==> config.mk <==
export PLATFORM = sky130hd
export DESIGN_NAME = param_fault_mem
export DESIGN_NICKNAME = d
export VERILOG_FILES = /design/src/rtl/param_fault_mem.sv
export SDC_FILE = /design/constraint.sdc
export NUM_CORES = 1
export LEC_CHECK = 0
export CORE_ASPECT_RATIO = 1.75
export CORE_UTILIZATION = 42
export DETAILED_ROUTE_END_ITERATION = 6
export SYNTH_ARGS = -nofsm -noshare
export SYNTH_HDL_FRONTEND = slang
export SYNTH_SLANG_ARGS = --single-unit
==> constraint.sdc <==
create_clock -name clk -period 2.7 [get_ports clk]
set_input_delay 0.27 -clock clk [delete_from_list [all_inputs] [get_ports clk]]
set_output_delay 0.27 -clock clk [all_outputs]
set_load 0.005 [all_outputs]
==> src/rtl/param_fault_mem.sv <==
// Word-addressed memory with a single injectable fault cell and a 2-cycle read pipeline.
// Optional macro FAULT_MEM_FAULT_CNT_EN compiles in the fault activation counter.
module param_fault_mem #(
  parameter int DATA_WIDTH = 8,
  parameter int ADDR_WIDTH = 4,
  parameter int CAPACITY   = 16,
  parameter int FAULT_ADDR = 5,
  parameter int FAULT_BIT  = 5
) (
  input  logic                  clk,
  input  logic                  rst,
  input  logic                  write_read,
  input  logic [ADDR_WIDTH-1:0] address,
  input  logic [DATA_WIDTH-1:0] wdata,
  input  logic [2:0]            fault_type,
  output logic [DATA_WIDTH-1:0] rdata,
  output logic                  rdata_valid,
  output logic [7:0]            fault_cnt
);

  localparam logic [ADDR_WIDTH:0]   CAP_L    = (ADDR_WIDTH+1)'(CAPACITY);
  localparam logic [ADDR_WIDTH-1:0] VICTIM_L = ADDR_WIDTH'(FAULT_ADDR);
  localparam logic [ADDR_WIDTH-1:0] ABOVE_L  = ADDR_WIDTH'(FAULT_ADDR + 1);
  localparam logic [ADDR_WIDTH-1:0] BELOW_L  = ADDR_WIDTH'(FAULT_ADDR - 1);

  localparam logic [2:0] FT_SA0  = 3'd1;
  localparam logic [2:0] FT_SA1  = 3'd2;
  localparam logic [2:0] FT_TFUP = 3'd3;
  localparam logic [2:0] FT_TFDN = 3'd4;
  localparam logic [2:0] FT_NPSF = 3'd5;

  logic                  s0_valid_r;
  logic                  s0_wr_r;
  logic [ADDR_WIDTH-1:0] s0_addr_r;
  logic [DATA_WIDTH-1:0] s0_wdata_r;
  logic [2:0]            s0_ft_r;
  logic                  s1_rd_r;
  logic [DATA_WIDTH-1:0] s1_rdata_r;
  logic [DATA_WIDTH-1:0] mem_r [CAPACITY];

  logic                  in_range_s;
  logic                  is_victim_s;
  logic [DATA_WIDTH-1:0] old_word_s;
  logic                  old_bit_s;
  logic                  req_bit_s;
  logic                  npsf_s;
  logic                  wr_bit_s;
  logic                  rd_bit_s;
  logic [DATA_WIDTH-1:0] wr_word_s;
  logic [DATA_WIDTH-1:0] rd_word_s;

  // Stage-1 datapath: fault-model the victim bit of the word being accessed.
  always_comb begin
    in_range_s  = ({1'b0, s0_addr_r} < CAP_L);
    is_victim_s = in_range_s && (s0_addr_r == VICTIM_L);
    if (in_range_s) begin
      old_word_s = mem_r[s0_addr_r];
    end else begin
      old_word_s = {DATA_WIDTH{1'b0}};
    end
    old_bit_s = old_word_s[FAULT_BIT];
    req_bit_s = s0_wdata_r[FAULT_BIT];
    // Neighbourhood pattern that freezes the victim bit
    npsf_s = mem_r[ABOVE_L][FAULT_BIT] & mem_r[BELOW_L][FAULT_BIT] &
             ~mem_r[VICTIM_L][FAULT_BIT+1] & ~mem_r[VICTIM_L][FAULT_BIT-1];
    case (s0_ft_r)
      FT_SA0:  begin wr_bit_s = 1'b0; rd_bit_s = 1'b0; end
      FT_SA1:  begin wr_bit_s = 1'b1; rd_bit_s = 1'b1; end
      FT_TFUP: begin wr_bit_s = (~old_bit_s & req_bit_s) ? 1'b0 : req_bit_s; rd_bit_s = old_bit_s; end
      FT_TFDN: begin wr_bit_s = (old_bit_s & ~req_bit_s) ? 1'b1 : req_bit_s; rd_bit_s = old_bit_s; end
      FT_NPSF: begin wr_bit_s = npsf_s ? old_bit_s : req_bit_s; rd_bit_s = old_bit_s; end
      default: begin wr_bit_s = req_bit_s; rd_bit_s = old_bit_s; end
    endcase
    wr_word_s = s0_wdata_r;
    rd_word_s = old_word_s;
    if (is_victim_s) begin
      wr_word_s[FAULT_BIT] = wr_bit_s;
      rd_word_s[FAULT_BIT] = rd_bit_s;
    end else begin
      wr_word_s = s0_wdata_r;
      rd_word_s = old_word_s;
    end
  end

  // Stage-0 request capture.
  always_ff @(posedge clk) begin
    if (rst) begin
      s0_valid_r <= 1'b0;
      s0_wr_r    <= 1'b0;
      s0_addr_r  <= {ADDR_WIDTH{1'b0}};
      s0_wdata_r <= {DATA_WIDTH{1'b0}};
      s0_ft_r    <= 3'd0;
    end else begin
      s0_valid_r <= 1'b1;
      s0_wr_r    <= write_read;
      s0_addr_r  <= address;
      s0_wdata_r <= wdata;
      s0_ft_r    <= fault_type;
    end
  end

  // Array commit; out-of-range writes are dropped.
  always_ff @(posedge clk) begin
    if (rst) begin
      for (int i = 0; i < CAPACITY; i++) begin
        mem_r[i] <= {DATA_WIDTH{1'b0}};
      end
    end else if (s0_valid_r && s0_wr_r && in_range_s) begin
      mem_r[s0_addr_r] <= wr_word_s;
    end
  end

  // Stage-1 read capture and output register.
  always_ff @(posedge clk) begin
    if (rst) begin
      s1_rd_r     <= 1'b0;
      s1_rdata_r  <= {DATA_WIDTH{1'b0}};
      rdata       <= {DATA_WIDTH{1'b0}};
      rdata_valid <= 1'b0;
    end else begin
      s1_rd_r     <= s0_valid_r & ~s0_wr_r;
      if (s0_valid_r && !s0_wr_r) begin
        s1_rdata_r <= rd_word_s;
      end
      rdata_valid <= s1_rd_r;
      if (s1_rd_r) begin
        rdata <= s1_rdata_r;
      end
    end
  end

`ifdef FAULT_MEM_FAULT_CNT_EN
  logic golden_r;
  logic act_s;

  // A victim access whose result departs from the fault-free bit is an activation.
  always_comb begin
    act_s = 1'b0;
    if (s0_valid_r && is_victim_s) begin
      act_s = s0_wr_r ? (wr_bit_s != req_bit_s) : (rd_bit_s != golden_r);
    end else begin
      act_s = 1'b0;
    end
  end

  // Fault-free shadow of the victim bit and the saturating activation counter.
  always_ff @(posedge clk) begin
    if (rst) begin
      golden_r  <= 1'b0;
      fault_cnt <= 8'd0;
    end else begin
      if (s0_valid_r && s0_wr_r && is_victim_s) begin
        golden_r <= req_bit_s;
      end
      if (act_s && (fault_cnt != 8'hFF)) begin
        fault_cnt <= fault_cnt + 8'd1;
      end
    end
  end
`else
  // Counter compiled out.
  always_ff @(posedge clk) begin
    fault_cnt <= 8'd0;
  end
`endif

endmodule

* After elaboration in Yosys (flattened, before gate mapping)
Memories as Yosys holds them, arrays and structs flattened. A register that Yosys moved wholly into a read port is not among the register bits.
Index checks and enable logic that the tools add are counted.
W data, S select, Z words.
** Operators by class
- Equality and inequality tests :: 6
- Multiplexer cells :: 17
- Bitwise operators :: 11
- Reductions and logical operators :: 4
** Operators with widths (number)
- $mux W1 :: 12
- $mux W4 :: 2
- $mux W8 :: 1
- $reduce_or A8 Y1 :: 1
- $and A1 B1 Y1 :: 6
- $eq A3 B2 Y1 const B :: 2
- $eq A3 B3 Y1 const B :: 2
- $not A1 Y1 :: 5
- $pmux W1 S5 :: 1
- $eq A4 B3 Y1 const B :: 1
- $eq A3 B1 Y1 const B :: 1
- $logic_and A1 B1 Y1 :: 2
- $pmux W1 S2 :: 1
- $logic_not A1 Y1 :: 1
** Storage, ports and cells
- Flip-flop bits (word level) :: 35
- Memory bits (writable) :: 128
- Output and inout bits :: 17
- Word-level logic and storage cells :: 48
- Memories :: 1
** Memory list
- mem_r :: words 16, width 8, read ports 4, clocked after Yosys merged registers in 1, write ports 16, RTL line 39 : logic [DATA_WIDTH-1:0] mem_r [CAPACITY];

* Logic depth before layout (Yosys ltp)
Gate-level depths: netlist of the first run.
An unclocked memory read counts as a cell.
- Word-level depth :: 8
- Mapped depth :: 6
- Depth with buffers taken out :: 4

* Worst setup path after synthesis of the first run
Ideal clock, no wire load.
- Kind :: input to register
- From :: in rst
- To :: mem mem_r[12][0] (enable)
- Data arrival time :: 1.668 ns
- Required time :: 2.316 ns
- Setup slack :: 0.648 ns
- Cell stages on the path :: 4
- Buffers on the path :: 1
- Path through :: and3b_1 or3b_1 buf_4 o21ai_0
** RTL lines
- start, declared :: RTL line 11 : input logic rst,
- end, declared :: RTL line 39

==> flow_metrics.tcl, run 1 <==
set metrics [dict create \
    htree_num_levels 4 \
    io_buffers 26 \
    worst_setup_hold_path_clk_slew_ns 0.06 \
    crit_buf_inv 1 \
    hold_crit_path_type "input port to register" \
    io_pins 35 \
    holdCritStartpoint "address[0]" \
    unrepaired_setup_endpoints_after_global_routing "no" \
    cap_violations 0 \
    mostFrequentLayoutCell "sky130_fd_sc_hd__edfxtp_1" \
    synthFlopType "sky130_fd_sc_hd__edfxtp_1" \
    synthesis.area_per_instance_sq_um 14.48 \
    post_synth_inst_count 504 \
    synth_area_sq_um 7300 \
    layout.cells.most_common_list "sky130_fd_sc_hd__edfxtp_1, sky130_fd_sc_hd__and2_1, sky130_fd_sc_hd__dfxtp_1" \
    timing.critical_path.from_type "register" \
    antenna_violation_net_count_after_detailed_routing 0 \
    crit-reg2reg-launch "s0_addr_r[0]" \
    combinational_family_with_the_most_area_after_synthesis "simple AND/OR/NAND/NOR gates" \
    drive_above_1_share_pct 18.13 \
    status "complete, no violations" \
    finalSetupViolCount 0 \
    grt_start_max_net_pins 40 \
    initial_detailed_routing_violation_count 177 \
    r2r_cells 5 \
    worst_setup_path_end_kind "register" \
    asr_flop_ratio_synth_pct 0 \
    dr_total_vias 4057 \
    grt_pass1_vias 4228 \
    setup_tns_ns 0 \
    cts.root.buffer_cell "sky130_fd_sc_hd__clkbuf_16" \
    slew_headroom_pct 53.78 \
    arrival_time_reported_for_the_critical_path_endpoint_ns 2.52 \
    detailed_placement_hpwl_mm 11.37 \
    gr-total-overflow 0 \
    total_power_divided_by_cell_area_nw_per_um2 656.9 \
    holdPathStages 2 \
    hold_violation_count_in_the_final_report 0 \
    post_place_worst_slack_ns 0.1971 \
    wl_mm 15.93 \
    grt_first_pass_wirelength_mm 24.27 \
    post-layout-total-power_w 0.005523 \
    synth_enable_flop_cells 128 \
    cpMaxStageDelayCell "sky130_fd_sc_hd__mux4_1" \
    cts_made_buffers 17 \
    post_synth_and_or_nand_nor_area_fraction_pct 15.62 \
    diodes_inserted 0 \
    globalRouteTotalUtil_pct 19.31 \
    worst_slack_ns 0.4638 \
    cpLargestDelayFamily "multiplexers" \
    numClockSinks 163 \
    initial_cell_density_of_the_core_pct 43.07 \
    clkLatencyLatePin_ns 0.41 \
    synth-warning-count 0 \
    synth_compound_area_share_pct 6.822 \
    fin_worst_hold_slack_ns 0.4050 \
    path_class "register to register" \
    core_sq_um 16950 \
    leakage_power_nw 3.011 \
    fmaxAchievable_mhz 447.2 \
    drt_first_pass_iters 4 \
    postCtsSetupBuffers 0 \
    timing.final.max_slew_violations 0 \
    cpPeakStageDelay_ns 0.66 \
    area_overhead_vs_synth_pct 15.19 \
    placement_rows 63 \
    synth.yosys.seq_area_share_pct 62.26 \
    synth_xor_area_share_pct 0 \
    worstReg2RegEnd "s1_rdata_r[2]" \
    cts_buffer_depth 2 \
    hold_buf_cts 0 \
    required_ns 2.98 \
    die_width_um 101.7 \
    synth.lib_cells_used.distinct 46 \
    post-route-period-util_pct 82.82 \
    drt-vias-per-instance 5.175 \
    period_needed_ns 2.236 \
    worstPathMaxFanout 17 \
    slew_at_the_pin_closest_to_its_max_slew_limit_ns 0.6924 \
    routedWlPerCell_um 20.32 \
    routabilityCongestion 0.7984 \
    number_of_antenna_violations_at_the_first_check_in_global_routing 0 \
    timing.critical_path.cells "buf_4 > mux4_1 > a22oi_1 > a21o_1 > a21oi_1" \
    finalClockSkew_ns 0.008349 \
    drc 0 \
    ctsResizeCount 0 \
    worst_hold_path.endpoint "s0_addr_r[0]" \
    die_area_sq_um 17930 \
    tritoncts "built" \
    ir_drop_v 0.0003774 \
    die_height_um 176.4 \
    net_count_final 562 \
    synth_fa_ha_area_share_pct 0 \
    synthMuxAreaShare_pct 11.72 \
    ys_ff_latch 163 \
    rrSetupSlack_ns 0.46 \
]
## stage by stage
step | instances | utilization (%) | cell area (sq um)
final | 784 | 49.61 | 8408
after global routing | 784 | 49.61 | 8408
after CTS | 784 | 49.61 | 8408
after detailed placement | 752 | 46.19 | 7828
after global placement | 752 | 46.19 | 7828
after floorplan | 511 | - | 7326
## area by class of cell
class                           count  area [sq um]
Clock buffer                       18         429.2
Clock inverter                     14         151.4
Fill cell                        1467          8539
Inverter                            5         18.77
Multi-Input combinational cell    305          2524
Sequential cell                   163          4546
Tap cell                          227         284.0
Timing Repair Buffer               52         455.4
## state kept, by name, summed over array words and instances, names as in the netlist
signal,count
s0_valid_r,1
s0_ft_r,3
mem_r,128
s0_wdata_r,8
s1_rd_r,1
s0_wr_r,1
rdata_valid,1
s1_rdata_r,8
s0_addr_r,4
rdata,8
## power breakdown
group | switching (W) | internal [W] | total, W
combinational | 0.000156 | 0.000140 | 0.000296
sequential | 0.0000719 | 0.00277 | 0.00284
clock | 0.00101 | 0.00138 | 0.00238
## how the worst max path moves through the flow
stage               slack [ns]            end          from  cells past startpoint
detailed placement        0.20    mem_r[0][5]           rst                      5
floorplan                 0.65   mem_r[12][0]           rst                      4
global route              0.27  s1_rdata_r[0]  s0_addr_r[0]                      5
CTS                       0.44  s1_rdata_r[0]  s0_addr_r[0]                      5
finish                    0.46  s1_rdata_r[2]  s0_addr_r[0]                      5
global placement          0.29    mem_r[0][0]           rst                      5
## cells in the mapped netlist (4+ instances only)
cell	n	area, sq um
sky130_fd_sc_hd__nand2_1	8	30.03
sky130_fd_sc_hd__inv_1	5	18.77
sky130_fd_sc_hd__edfxtp_1	128	3844
sky130_fd_sc_hd__buf_2	4	20.02
sky130_fd_sc_hd__a21boi_2	10	112.6
sky130_fd_sc_hd__dfxtp_1	35	700.7
sky130_fd_sc_hd__a21o_1	7	52.55
sky130_fd_sc_hd__nor3_1	4	20.02
sky130_fd_sc_hd__mux4_1	8	210.2
sky130_fd_sc_hd__nor2_1	19	71.32
sky130_fd_sc_hd__clkbuf_1	17	63.81
sky130_fd_sc_hd__and2_1	113	706.9
sky130_fd_sc_hd__nor2b_1	19	118.9
sky130_fd_sc_hd__mux2i_1	9	90.09
sky130_fd_sc_hd__or2_2	4	25.02
sky130_fd_sc_hd__mux4_2	24	540.5
sky130_fd_sc_hd__buf_6	4	45.04
sky130_fd_sc_hd__buf_4	11	82.58
sky130_fd_sc_hd__a22oi_1	14	105.1
sky130_fd_sc_hd__o21ai_0	16	80.08
sky130_fd_sc_hd__a21oi_1	8	40.04
## cells by family after synthesis
logic type | Yosys count
AOI/OAI and AO/OA | 69
buffers and inverters | 43
DFF | 163
muxes | 42
other | 1
and+or+nand+nor | 186
## per-layer routing
metal  up-vias  wire length [um]  global-route usage, %
li1       1917                 -                      -
met1      2020              5981                  20.62
met2        93              8915                  35.36
met3        27               384                  3.523
met4         0               650                  9.964
met5         -                 0                      0
No activity file was read; power rests on OpenSTA's default activity.
==> inputs of run 2 (changes only) <==
clock period = 2.1 ns   (was 2.7 ns; I/O delays follow)
==> flow_metrics.tcl, run 2 (synthesis gave the netlist of run 1 again) <==
set metrics [dict create \
    grt_first_pass_wirelength_mm 24.62 \
    drt_first_pass_iters 4 \
    fmaxAchievable_mhz 501.3 \
    io_buffers 26 \
    slew_headroom_pct 51.98 \
    globalRouteTotalUtil_pct 19.50 \
    wl_mm 15.90 \
    numClockSinks 163 \
    crit-reg2reg-launch "s0_addr_r[0]" \
    mostFrequentLayoutCell "sky130_fd_sc_hd__edfxtp_1" \
    number_of_antenna_violations_at_the_first_check_in_global_routing 0 \
    tritoncts "built" \
    cpPeakStageDelay_ns 0.67 \
    cts_made_buffers 17 \
    clkLatencyLatePin_ns 0.41 \
    cpMaxStageDelayCell "sky130_fd_sc_hd__mux4_1" \
    die_height_um 176.4 \
    period_needed_ns 1.995 \
    initial_detailed_routing_violation_count 198 \
    worst_setup_path_end_kind "register" \
    rrSetupSlack_ns 0.11 \
    total_power_divided_by_cell_area_nw_per_um2 845.1 \
    cts_buffer_depth 2 \
    finalInstanceArea_sq_um 8606 \
    drt-vias-per-instance 5.161 \
    io_pins 35 \
    die_width_um 101.7 \
    drive_above_1_share_pct 20.45 \
    die_area_sq_um 17930 \
    slew_at_the_pin_closest_to_its_max_slew_limit_ns 0.7192 \
    timing.critical_path.cells "buf_12 > mux4_1 > a22oi_1 > a21o_1 > a21oi_1" \
    htree_num_levels 4 \
    drc 0 \
    status "complete, no violations" \
    antenna_violation_net_count_after_detailed_routing 0 \
    diodes_inserted 0 \
    dpl_cell_area_sq_um 7978 \
    initial_cell_density_of_the_core_pct 43.07 \
    required_ns 2.38 \
    area_overhead_vs_synth_pct 17.90 \
    detailed_placement_hpwl_mm 11.53 \
    layout.cells.most_common_list "sky130_fd_sc_hd__edfxtp_1, sky130_fd_sc_hd__and2_1, sky130_fd_sc_hd__buf_4" \
    timing.critical_path.from_type "register" \
    hold_crit_path_type "input port to register" \
    cap_violations 0 \
    largest_register_ffs 128 \
    path_class "register to register" \
    holdPathStages 2 \
    cts.root.buffer_cell "sky130_fd_sc_hd__clkbuf_16" \
    post-route-period-util_pct 94.99 \
    post-layout-total-power_w 0.007273 \
    arrival_time_reported_for_the_critical_path_endpoint_ns 2.28 \
    ir_drop_v 0.0004717 \
    dr_total_vias 4124 \
    final_cell_count_no_fill 799 \
    net_count_final 577 \
    placement_rows 63 \
    leakage_power_nw 3.122 \
    grt_pass1_vias 4280 \
    dpl.cell_count 767 \
    r2r_cells 5 \
    core_sq_um 16950 \
    hold_violation_count_in_the_final_report 0 \
    routabilityCongestion 0.9174 \
    finalSetupViolCount 0 \
    gr-total-overflow 0 \
    holdCritStartpoint "wdata[4]" \
    grt_start_max_net_pins 40 \
    unrepaired_setup_endpoints_after_global_routing "no" \
    worstReg2RegEnd "s1_rdata_r[0]" \
    worstPathMaxFanout 9 \
    routedWlPerCell_um 19.90 \
    finalClockSkew_ns 0.008454 \
    timing.final.max_slew_violations 0 \
    worst_hold_path.endpoint "s0_wdata_r[4]" \
    worst_setup_hold_path_clk_slew_ns 0.07 \
    regMostFlops "mem_r" \
]
==> run 2: changes by cell type in the layout (fill, tap and decap cells not counted), moves of 2 or more <==
cell	previous run	this run
sky130_fd_sc_hd__buf_12	0	3
sky130_fd_sc_hd__buf_4	26	38
sky130_fd_sc_hd__clkbuf_16	17	19
sky130_fd_sc_hd__clkinvlp_4	3	1
==> run 2: worst max path at each step <==
stage	slack, ns	to	cells after the start	startpoint
2_1_floorplan	0.05	mem_r[12][0]	4	s0_valid_r
3_3_place_gp	-0.12	mem_r[4][5]	6	rst
3_5_place_dp	-0.14	mem_r[4][5]	6	rst
4_1_cts	0.008	s1_rdata_r[0]	5	s0_addr_r[1]
5_1_grt	0.08	s1_rdata_r[0]	5	s0_addr_r[0]
6_report	0.11	s1_rdata_r[0]	5	s0_addr_r[0]
==> run 2: metal layers <==
layer	global-route usage (%)	share of wire (%)
met2	36.15	57
met4	10.99	4.6
met5	0	0
met3	2.850	2.3
met1	20.48	37
==> run 2: final cells by class <==
| cell class | count | area, sq um |
|---|---|---|
| clock buffer | 21 | 483.0 |
| clock inverter | 11 | 136.4 |
| fill | 1452 | 8342 |
| inverter | 5 | 18.77 |
| multi-input combinational | 305 | 2529 |
| sequential | 163 | 4549 |
| tap | 227 | 284.0 |
| timing repair buffer | 67 | 605.6 |
==> run 2: where the power goes <==
part	internal, W	total [W]	switching (W)
clock network	0.00192	0.00322	0.00129
registers	0.00356	0.00365	0.0000878
logic	0.000194	0.000405	0.000211
total	0.00568	0.00727	0.00159
==> run 2: timing repair <==
item / CTS / global route
hold endpoints to repair: 0 / 0
setup buffers: 0 / 0
hold buffers: 0 / 0
resized for setup: 0 / 3
setup endpoints to repair: 0 / 9
==> run 2: critical path, delay by kind of cell (launching register included) <==
| kind | cells | cell delay (ns) |
|---|---|---|
| AO/OA/AOI/OAI | 3 | 0.56 |
| buffers and inverters | 1 | 0.17 |
| flip-flops | 1 | 0.45 |
| multiplexers | 1 | 0.67 |
==> run 2: metrics by stage <==
step           utilization, %  hold slack (ns)  TNS (ns)  setup WS [ns]
3_3_place_gp            47.07           0.4462    -7.578        -0.1246
6_report                50.78           0.3390         0         0.1052
3_5_place_dp            47.07           0.4484    -9.506        -0.1367
5_1_grt                 50.78           0.3320         0        0.07859
2_1_floorplan               -           0.3382         0        0.05489
4_1_cts                 50.73           0.3254         0       0.008196
==> inputs of run 3 (changes only) <==
ABC_AREA = 1   (was default)
==> flow_metrics.tcl, run 3 <==
set metrics [dict create \
    leakage_power_nw 3.325 \
    multi_input_comb_area_sq_um 2049 \
    period_needed_ns 2.047 \
    numClockSinks 163 \
    worst_setup_path_end_kind "register" \
    initial_detailed_routing_violation_count 424 \
    total_power_divided_by_cell_area_nw_per_um2 842.1 \
    wl_mm 18.60 \
    drt-vias-per-instance 5.498 \
    routabilityCongestion 0.8816 \
    synth_compound_area_share_pct 6.084 \
    r2r_cells 11 \
    unrepaired_setup_endpoints_after_global_routing "yes" \
    io_buffers 26 \
    diodes_inserted 0 \
    die_width_um 98.68 \
    holdPathStages 3 \
    drc 0 \
    area_taken_by_flip_flops_and_latches_sq_um 4552 \
    hold_violation_count_in_the_final_report 0 \
    rrSetupSlack_ns 0.05 \
    grt_pass1_vias 5133 \
    clkLatencyLatePin_ns 0.43 \
    timing.critical_path.cells "clkinvlp_4 > nand2_1 > nand2_1 > nand2_1 > nand2_1 > nor2_4 > nand2_1 > a21oi_2 > nand2_4 > nand2_8 > nor2_1" \
    synth.lib_cells_used.distinct 22 \
    worstReg2RegEnd "mem_r[3][5]" \
    htree_num_levels 4 \
    post-route-period-util_pct 97.48 \
    synth_enable_flop_cells 128 \
    synth_top_area_share_pct 55.96 \
    net_count_final 772 \
    grt_start_max_net_pins 36 \
    status "complete, no violations" \
    antenna_violation_net_count_after_detailed_routing 0 \
    cell_types_occupying_the_most_area_after_synthesis "sky130_fd_sc_hd__edfxtp_1, sky130_fd_sc_hd__dfxtp_1, sky130_fd_sc_hd__nor2_1" \
    worst_setup_hold_path_clk_slew_ns 0.06 \
    die_area_sq_um 16890 \
    synth_area_sq_um 6869 \
    cpMaxStageDelayCell "sky130_fd_sc_hd__dfxtp_4" \
    hold_crit_path_type "input port to register" \
    synth.yosys.seq_area_share_pct 66.16 \
    slew_headroom_pct 59.24 \
    path_common_cell "sky130_fd_sc_hd__nand2_1" \
    placement_rows 61 \
    cap_violations 0 \
    globalRouteTotalUtil_pct 22.89 \
    core_sq_um 15950 \
    combinational_family_with_the_most_area_after_synthesis "simple AND/OR/NAND/NOR gates" \
    regMostFlops "mem_r" \
    post_synth_inst_count 683 \
    fill_count 1418 \
    cts_buffer_depth 2 \
    holdCritStartpoint "address[1]" \
    synthMuxAreaShare_pct 0 \
    ir_drop_v 0.0006979 \
    cell_with_the_most_instances_after_synthesis "sky130_fd_sc_hd__nor2_1" \
    number_of_antenna_violations_at_the_first_check_in_global_routing 0 \
    mostFrequentLayoutCell "sky130_fd_sc_hd__nor2_1" \
    cpPeakStageDelay_ns 0.44 \
    worst_hold_path.endpoint "s0_addr_r[1]" \
    cts_made_buffers 17 \
    layout.cells.most_common_list "sky130_fd_sc_hd__nor2_1, sky130_fd_sc_hd__edfxtp_1, sky130_fd_sc_hd__nand2_1" \
    finalClockSkew_ns 0.01559 \
    finalSetupViolCount 0 \
    ys_ff_latch 163 \
    dominant_cell_type_by_area_after_synthesis "sky130_fd_sc_hd__edfxtp_1" \
    final_core_util_pct 52.55 \
    dpl_cell_area_sq_um 7684 \
    synth_fa_ha_area_share_pct 0 \
    finalInstanceArea_sq_um 8383 \
    crit-reg2reg-launch "s0_addr_r[1]" \
    timing.final.max_slew_violations 0 \
    largest_register_ffs 128 \
    drive_above_1_share_pct 14.47 \
    grt_first_pass_wirelength_mm 28.00 \
    initial_cell_density_of_the_core_pct 43.06 \
    worstPathMaxFanout 8 \
    arrival_time_reported_for_the_critical_path_endpoint_ns 2.22 \
    dr_total_vias 5256 \
    synth_xor_area_share_pct 0 \
    asr_flop_ratio_synth_pct 0 \
    synth_top_cells_by_count "sky130_fd_sc_hd__nor2_1, sky130_fd_sc_hd__edfxtp_1, sky130_fd_sc_hd__nand2_1" \
    timing.critical_path.from_type "register" \
    required_ns 2.27 \
    hold_buf_cts 0 \
    cts.root.buffer_cell "sky130_fd_sc_hd__clkbuf_16" \
    io_pins 35 \
    path_class "register to register" \
    routedWlPerCell_um 19.45 \
    slew_at_the_pin_closest_to_its_max_slew_limit_ns 0.6100 \
    drt_first_pass_iters 5 \
    fmaxAchievable_mhz 488.5 \
    detailed_placement_hpwl_mm 12.55 \
    tritoncts "built" \
    post_synth_and_or_nand_nor_area_fraction_pct 22.30 \
    synth-warning-count 0 \
    die_height_um 171.2 \
    gr-total-overflow 0 \
    synthesis.area_per_instance_sq_um 10.06 \
    synthFlopType "sky130_fd_sc_hd__edfxtp_1" \
    area_overhead_vs_synth_pct 22.04 \
]
## run 3: cell count changes after synthesis, sizes merged, moves of 16 or more
cell    previous run  this run
nor2              22       176
and2             113         0
inv                5        36
mux4              32         0
nor2b             19         0
nand3              3        87
a21boi            16         0
nand2              8       106
## run 3: layout make-up
| cell class | instances | share of cell area, % |
|---|---|---|
| Clock buffer | 22 | 5.672 |
| Sequential cell | 163 | 54.30 |
| Tap cell | 189 | 2.821 |
| Multi-Input combinational cell | 446 | 24.45 |
| Inverter | 37 | 1.731 |
| Timing Repair Buffer | 89 | 10.19 |
| Clock inverter | 10 | 0.8358 |
## run 3: worst max-delay path: cells and delay by family, from the launching register on
kind / cells / cell delay (ns)
DFF: 1 / 0.44
AOI/OAI and AO/OA: 1 / 0.19
buffers and inverters: 1 / 0.20
and+or+nand+nor: 9 / 0.96
## run 3: logic make-up (layout without fill, tap and decap cells)
kind of cell           count (synthesis)  in the layout
flip-flops                           163            163
AND/OR/NAND/NOR                      373            374
buffers and inverters                 82            158
AO/OA/AOI/OAI                         64             64
other                                  1              8
## run 3: worst max-delay path by stage
stage / startpoint / end / slack (ns) / cells past startpoint
finish: s0_addr_r[1] / mem_r[3][5] / 0.05 / 11
global route: s0_addr_r[0] / mem_r[3][5] / -0.03 / 14
CTS: s0_addr_r[0] / s1_rdata_r[7] / 0.01 / 8
detailed placement: rst / mem_r[14][7] / -0.14 / 7
global placement: rst / mem_r[12][0] / -0.10 / 7
floorplan: s0_addr_r[0] / mem_r[0][0] / 0.30 / 5
## run 3: per-layer routing
layer  GRT usage (%)  vias up  part of all wire [%]
met3           3.251       63                   4.8
met5               0        -                     0
li1                -     2455                     -
met1           24.18     2538                    35
met2           42.65      200                    55
met4           14.08        0                   5.4
## run 3: per-stage QoR
step / hold slack [ns] / total power (W) / std cells / worst slack [ns] / TNS [ns]
floorplan: 0.3170 / 0.003963 / 690 / 0.2951 / 0
global placement: 0.4664 / 0.004204 / 916 / -0.1033 / -4.226
detailed placement: 0.4746 / 0.004215 / 916 / -0.1419 / -7.278
CTS: 0.2828 / 0.007044 / 948 / 0.01037 / 0
global route: 0.2928 / 0.007262 / 956 / -0.02637 / -0.1449
finish: 0.2881 / 0.007059 / 956 / 0.05288 / 0
## run 3: what timing repair did
item,in CTS,in global routing
endpoints found under the hold margin,0,0
pin swaps,0,5
setup endpoints to repair,14,33
setup buffers,0,6
cloned,0,2
resized for setup,2,19
## run 3: where the power goes
part	switching (W)	total, W	internal [W]
Sequential	0.0000548	0.00363	0.00357
Clock	0.00126	0.00288	0.00162
Combinational	0.000353	0.000554	0.000201
